### config.mk
export PLATFORM = sky130hd
export DESIGN_NAME = alu_div_iter
export DESIGN_NICKNAME = d
export VERILOG_FILES = /design/src/rtl/alu_div_iter.sv
export SDC_FILE = /design/constraint.sdc
export NUM_CORES = 1
export LEC_CHECK = 0
export BUFFER_PORTS_ARGS = -buffer_cell sky130_fd_sc_hd__buf_2
export CAP_MARGIN = 40
export CORE_MARGIN = 3
export CORE_UTILIZATION = 30
export CTS_CLUSTER_DIAMETER = 60
export CTS_CLUSTER_SIZE = 16
export DETAILED_ROUTE_END_ITERATION = 6
export PLACE_DENSITY = 0.58
export SYNTH_ARGS = -nofsm -noshare
export SYNTH_HDL_FRONTEND = slang
export SYNTH_SLANG_ARGS = --single-unit
### constraint.sdc
create_clock -name clk -period 4.45 [get_ports clk]
set_clock_uncertainty 0.15 [all_clocks]
set_input_delay 0.2225 -clock clk [delete_from_list [all_inputs] [get_ports clk]]
set_output_delay 0.2225 -clock clk [all_outputs]
set_load 0.02 [all_outputs]
### src/rtl/alu_div_iter.sv
// Multi-cycle radix-2 restoring divider (signed/unsigned) with valid/ready on both sides.
// Optional macro DIV_EARLY_OUT_EN: skip the iterations when the divisor is zero or |dividend| < |divisor|.
module alu_div_iter #(
  parameter  int DATA_LEN = 32,
  localparam int CNT_W    = $clog2(DATA_LEN) + 1
)(
  input  logic                  clk,
  input  logic                  rst,
  input  logic                  flush_i,
  input  logic                  in_valid_i,
  output logic                  in_ready_o,
  input  logic                  signed_i,
  input  logic [DATA_LEN-1:0]   opdata1_i,
  input  logic [DATA_LEN-1:0]   opdata2_i,
  output logic                  out_valid_o,
  input  logic                  out_ready_i,
  output logic [2*DATA_LEN-1:0] result_o,
  output logic                  busy_o
);

  typedef enum logic [1:0] {IDLE, CALC, FIX, DONE} state_t;

  state_t              state, state_n;
  logic [CNT_W-1:0]    cnt;
  logic [DATA_LEN-1:0] rem, quo, mag2, op1_raw;
  logic                q_neg, r_neg;
  logic [DATA_LEN-1:0] mag1_in, mag2_in;
  logic [DATA_LEN:0]   shifted, diff;
  logic                accept, last, early;

  assign in_ready_o  = (state == IDLE);
  assign out_valid_o = (state == DONE);
  assign busy_o      = (state != IDLE);

  assign mag1_in = (signed_i && opdata1_i[DATA_LEN-1]) ? -opdata1_i : opdata1_i;
  assign mag2_in = (signed_i && opdata2_i[DATA_LEN-1]) ? -opdata2_i : opdata2_i;
  assign accept  = in_valid_i && in_ready_o && !flush_i;
  // One extra CALC cycle with cnt == DATA_LEN hands over to FIX.
  assign last    = (cnt == CNT_W'(DATA_LEN));

  // Shifted partial remainder is one bit wider; diff MSB is the borrow.
  assign shifted = {rem, quo[DATA_LEN-1]};
  assign diff    = shifted - {1'b0, mag2};

`ifdef DIV_EARLY_OUT_EN
  assign early = (mag2_in == '0) || (mag1_in < mag2_in);
`else
  assign early = 1'b0;
`endif

  always_ff @(posedge clk) begin
    if (rst) state <= IDLE;
    else     state <= state_n;
  end

  always_comb begin
    state_n = state;
    case (state)
      IDLE: if (accept)      state_n = CALC;
      CALC: if (last)        state_n = FIX;
      FIX:                   state_n = DONE;
      DONE: if (out_ready_i) state_n = IDLE;
      default:               state_n = IDLE;
    endcase
    if (flush_i) state_n = IDLE;
  end

  always_ff @(posedge clk) begin
    if (rst) begin
      cnt      <= '0;
      rem      <= '0;
      quo      <= '0;
      mag2     <= '0;
      op1_raw  <= '0;
      q_neg    <= 1'b0;
      r_neg    <= 1'b0;
      result_o <= '0;
    end else if (!flush_i) begin
      case (state)
        IDLE: if (accept) begin
          op1_raw <= opdata1_i;
          mag2    <= mag2_in;
          q_neg   <= signed_i & (opdata1_i[DATA_LEN-1] ^ opdata2_i[DATA_LEN-1]);
          r_neg   <= signed_i & opdata1_i[DATA_LEN-1];
          if (early) begin
            // Preloading the finished state leaves only the hand-over cycle.
            cnt <= CNT_W'(DATA_LEN);
            rem <= mag1_in;
            quo <= '0;
          end else begin
            cnt <= '0;
            rem <= '0;
            quo <= mag1_in;
          end
        end
        CALC: if (!last) begin
          rem <= diff[DATA_LEN] ? shifted[DATA_LEN-1:0] : diff[DATA_LEN-1:0];
          quo <= {quo[DATA_LEN-2:0], ~diff[DATA_LEN]};
          cnt <= cnt + 1'b1;
        end
        FIX: begin
          if (mag2 == '0) result_o <= {op1_raw, {DATA_LEN{1'b1}}};
          else            result_o <= {(r_neg ? -rem : rem), (q_neg ? -quo : quo)};
        end
        default: ;
      endcase
    end
  end

endmodule
* Word-level counts from Yosys, hierarchy flattened
Cells that the tools add are included.
** Operators by class
- Bitwise operators :: 5
- Eq/ne operators :: 8
- Multiplexer cells :: 19
- Reductions and logical operators :: 14
- $add $sub $neg :: 6
** Operators with widths (number)
- $mux 32 :: 9
- $neg 32->32 :: 4
- $pmux 32 s2 :: 2
- $mux 64 :: 1
- $sub 33x32->33 :: 1
- $logic_not 32->1 :: 1
- $mux 6 :: 2
- $pmux 6 s2 :: 1
- $pmux 2 s4 :: 1
- $add 6x1->6 const B :: 1
- $eq 6x6->1 const B :: 1
- $mux 2 :: 3
- $reduce_and 3->1 :: 2
- $eq 2x2->1 const B :: 2
- $logic_and 1x1->1 :: 4
- $ne 2x1->1 const B :: 2
- $ne 2x2->1 const B :: 2
- $reduce_and 4->1 :: 1
- $reduce_bool 2->1 :: 2
- $and 1x1->1 :: 2
- $eq 2x1->1 const B :: 1
- $logic_not 2->1 :: 1
- $not 1->1 :: 2
- $reduce_and 2->1 :: 1
- other kinds (3) :: 3
** Word-level totals
- Register bits :: 202
- Output and inout bits :: 67
- Logic and storage cells :: 61
- Input bits :: 70

* Depth between registers and ports, before layout
- Depth after elaboration :: 5
- Gate-level depth with buffers :: 14
- Gate-level depth less buffers :: 12

* Worst setup path before layout
Ideal clock, no wire load.
- Path kind :: reg-to-reg
- From :: reg quo[31]
- To :: reg rem[17]
- Library setup time :: 0.121 ns
- Arrival time :: 3.016 ns
- Cell stages (with the launch flop) :: 15
- Period minus slack after synthesis :: 3.288 ns
- Path slack :: 1.162 ns
- Data required time :: 4.179 ns
- Path through :: dfxtp_1 -> inv_1 -> ha_1 -> fa_1 -> nand2b_1 -> a21oi_1 -> o211ai_1 -> a21oi_1 -> a31o_1 -> a311o_1 -> clkbuf_1 -> buf_2 -> buf_1 -> a2bb2oi_1 -> o21ai_1
** Between the ends
- Word-level cells in the longest chain between the ends :: 4
** RTL lines
- from (decl) :: RTL line 25 : logic [DATA_LEN-1:0] rem, quo, mag2, op1_raw;
- from (signal assigned) :: RTL line 93 : quo <= mag1_in;
- from (signal assigned) :: RTL line 98 : quo <= {quo[DATA_LEN-2:0], ~diff[DATA_LEN]};
- $sub 33x32->33 :: RTL line 43 : assign diff = shifted - {1'b0, mag2};
- $mux 32 :: RTL line 97 : rem <= diff[DATA_LEN] ? shifted[DATA_LEN-1:0] : diff[DATA_LEN-1:0];
- $mux 32 :: RTL line 96 : CALC: if (!last) begin
- $pmux 32 s2 :: RTL line 79 : case (state)
- to (signal assigned) :: RTL line 88 : rem <= mag1_in;
- to (signal assigned) :: RTL line 97
- to (decl) :: RTL line 25
No other way between the ends. The select of a mux whose other input is x is not followed.
A chain may end at the register's enable or synchronous reset.

* Worst setup path after layout
- From :: reg quo[31]
- To :: reg rem[6]
Same word-level chain as after synthesis.

==> results by group <==
Layout
  – Non-filler cells in the finished layout: 2204
  – P&R area growth vs syn: 20.8%
  – Final net count: 1786
  – Fin area: 14400 um^2
  – ANT cells: 0
  – Share of layout cells above drive strength 1: 0.123
  – Filler Cells Inserted: 4040

STA
  – Final worst-path cycle share: 0.828
  – RSZ-0062 raised after global routing: no
  – Post-Route Setup TNS: 0 ns
  – Final setup vio count: 0
  – Pins over their slew limit: 0
  – Tmin final: 3.68 ns
  – Final Hold Fails: 0
  – Worst setup margin: 0.766 ns
  – Fmax: 271 MHz
  – Slew margin rel.: 0.475
  – Worst-Margin Slew: 0.788 ns

Floorplan
  – Row cnt: 72
  – Die X-Extent: 206 um
  – IO Pins: 137
  – Die H: 206 um
  – Initial Util: 0.306
  – Core Area: 39000 um^2
  – Area of the die: 42200 um^2

Routing
  – Final WL: 35800 um
  – DRC: 4
  – Routed Antenna Nets: 0
  – Wire length per cell: 16.3 um
  – Vias per inst: 5.21
  – TritonRoute pass-1 iters: 7
  – Initial DRC Count: 965
  – Routed vias: 11500

Power and ir drop
  – Clock power frac: 0.389
  – Tot Pwr: 4.30 mW
  – LEAKAGE: 5.75 nW
  – Switching share of power: 0.291
  – Internal: 3.05 mW
  – Seq pwr share: 0.446
  – Power density cells: 298 nW/um^2
  – Switching pwr: 1.25 mW
  – Gate power share: 0.165
  – Max VDD drop: 0.212 mV

Yosys
  – Main combinational cell family by area after synthesis: compound AO/OA/AOI/OAI gates
  – Number of flops mapped to enable cells by yosys: 0
  – Post-synthesis cell count: 1520
  – Post-synth ARST share: 0
  – Unique masters post-synth: 63
  – Avg Synthesized Cell Area: 7.86 um^2
  – Most common cell in the netlist: dfxtp_1
  – Synth top area cells: dfxtp_1 34%, xor2_1 6.6%, nor2_1 6.3%
  – Cell taking the most area after synthesis: dfxtp_1
  – Post-synthesis sequential area ratio: 0.339
  – Main synth FF type: dfxtp_1
  – Post-synthesis mux area share: 0.0228
  – Post-synthesis xor/xnor area fraction: 0.107
  – Yosys top cell area share: 0.339
  – Mapped cell area: 11900 um^2
  – Yosys reg bits: 202
  – Synth cell count leaders: 202 x dfxtp_1, 199 x nor2_1, 170 x nand2_1
  – Post-synthesis simple-gate area fraction: 0.193
  – Post-synthesis compound-gate area fraction: 0.244
  – Syn_nets: 1633
  – Synth Area in Adders: 0.0457
  – Synth warn: 0

Clock tree
  – Clock-pin slew on the worst setup and hold paths: 0.07 ns
  – Post-CTS resize count: 0
  – H-tree lvl count: 1
  – CTS root buffer: clkbuf_16
  – CTS max path bufs: 3
  – Clock Sinks: 202
  – CTS tree: built
  – Clock latency on the worst-skew pair: 0.52 ns
  – Post-CTS Setup Inserts: 0
  – Cts bufs inserted: 20

Critical path
  – Worst-path fanout max: 22
  – Startpoint Class: register
  – Crit path capture type: register
  – CP Class: register to register
  – Crit. Startpoint: quo[31]
  – CP Data Arrival Time: 3.91 ns
  – WP data required: 4.67 ns
  – R2R Path Start: quo[31]

Global route
  – Largest net degree at the start of global routing: 75
  – First-pass GRT wire length: 56300 um
  – GRT Total Usage: 0.162
  – GRT overflow: 0
  – Vias in the first global route: 10600
  – Initial antenna violation count: 0

Flow run
  – # Max-Cap Violations: 0

Min path
  – Hold path start: opdata2_i[23]
  – Worst min-delay path class: input port to register

Placed design
  – RePlAce Congestion: 0.843
  – Port bufs: 136
  – Place WS: 0.781 ns
  – Placed cells: 2103
  – HPWL Detailed: 26500 um
  – Placed inst area: 13100 um^2

Status
  – Failing checks: DRC
  – Status: finished with violations
-- cells in the final DEF (no fill, tap or decap), drive strengths merged, types with 25 or more instances in the layout --
cell and count:
ha 42, clkbuf 26, nand2 170, o31ai 29
a211oi 54, xor2 90, nor2 199, xnor2 56
o21ai 78, inv 67, buf 155, dfxtp 202
a222oi 29, mux2i 25, a21oi 123, dlygate4sd3 66
-- stage by stage --
stage	util	hold slack [ns]
after floorplan	-	0.151
after global placement	0.335	0.293
after detailed placement	0.337	0.301
after CTS	0.370	0.000192
after global routing	0.370	0.0226
final	0.370	0.0101
-- area by class of cell --
cell class / count / area [um^2] / area share
clock inverters: 9 / 86.3 / 0.00598
clock buffers: 26 / 553 / 0.0383
flip-flops and latches: 202 / 4040 / 0.280
well taps: 518 / 648 / 0.0449
multi-input cells: 1165 / 7330 / 0.508
inverters: 63 / 236 / 0.0164
repair buffers: 221 / 1530 / 0.106
-- final timing paths --
kind | to | slack (ns) | depth (start not counted)
max | rem[6] | 0.77 | 12
min | mag2[23] | 0.01 | 3
max reg2reg | rem[6] | 0.77 | 12
min reg2reg | op1_raw[19] | 0.31 | 2
-- power by group through the flow --
stage          Combinational, mW  Sequential (mW)  Clock [mW]
2_1_floorplan              0.458             1.95           0
3_3_place_gp               0.643             1.96           0
3_5_place_dp               0.657             1.96           0
4_1_cts                    0.704             1.92        1.71
5_1_grt                    0.788             1.93        1.78
6_report                   0.709             1.92        1.67
-- state kept, by name (all words and copies together), names as in the netlist, 2 cells and up --
name / count
quo: 32
rem: 32
mag2: 32
cnt: 6
op1_raw: 32
result_o: 64
state: 2
-- timing repair --
item / CTS / global route
endpoints found under the hold margin: 66 / 0
setup endpoints to repair: 0 / 0
hold buffers: 66 / 0
-- critical path, stage by stage, from the launching register on --
cell and delay (ns):
dfxtp_1 0.41, inv_1 0.07, ha_1 0.22, fa_1 0.40, nand2b_1 0.18, a21oi_1 0.26
o211ai_1 0.18, a21oi_1 0.39, a31o_1 0.26, a311o_2 0.50, buf_12 0.25, mux2i_1 0.19
o21ai_0 0.09
-- cells by family after synthesis --
group	after synthesis
simple gates	514
compound gates	435
flops	202
buf+inv	153
xor+xnor	146
fa+ha+maj	43
mux	27
-- per-layer routing --
metal / part of all wire / vias up / routed length, um / track usage
met2: 0.44 / 308 / 15700 / 0.254
li1: - / 5771 / - / -
met4: 0.017 / 0 / 626 / 0.0308
met5: 0 / - / 0 / 0
met3: 0.050 / 35 / 1800 / 0.0187
met1: 0.50 / 5375 / 17800 / 0.240
No activity file was read; power rests on OpenSTA's default activity.
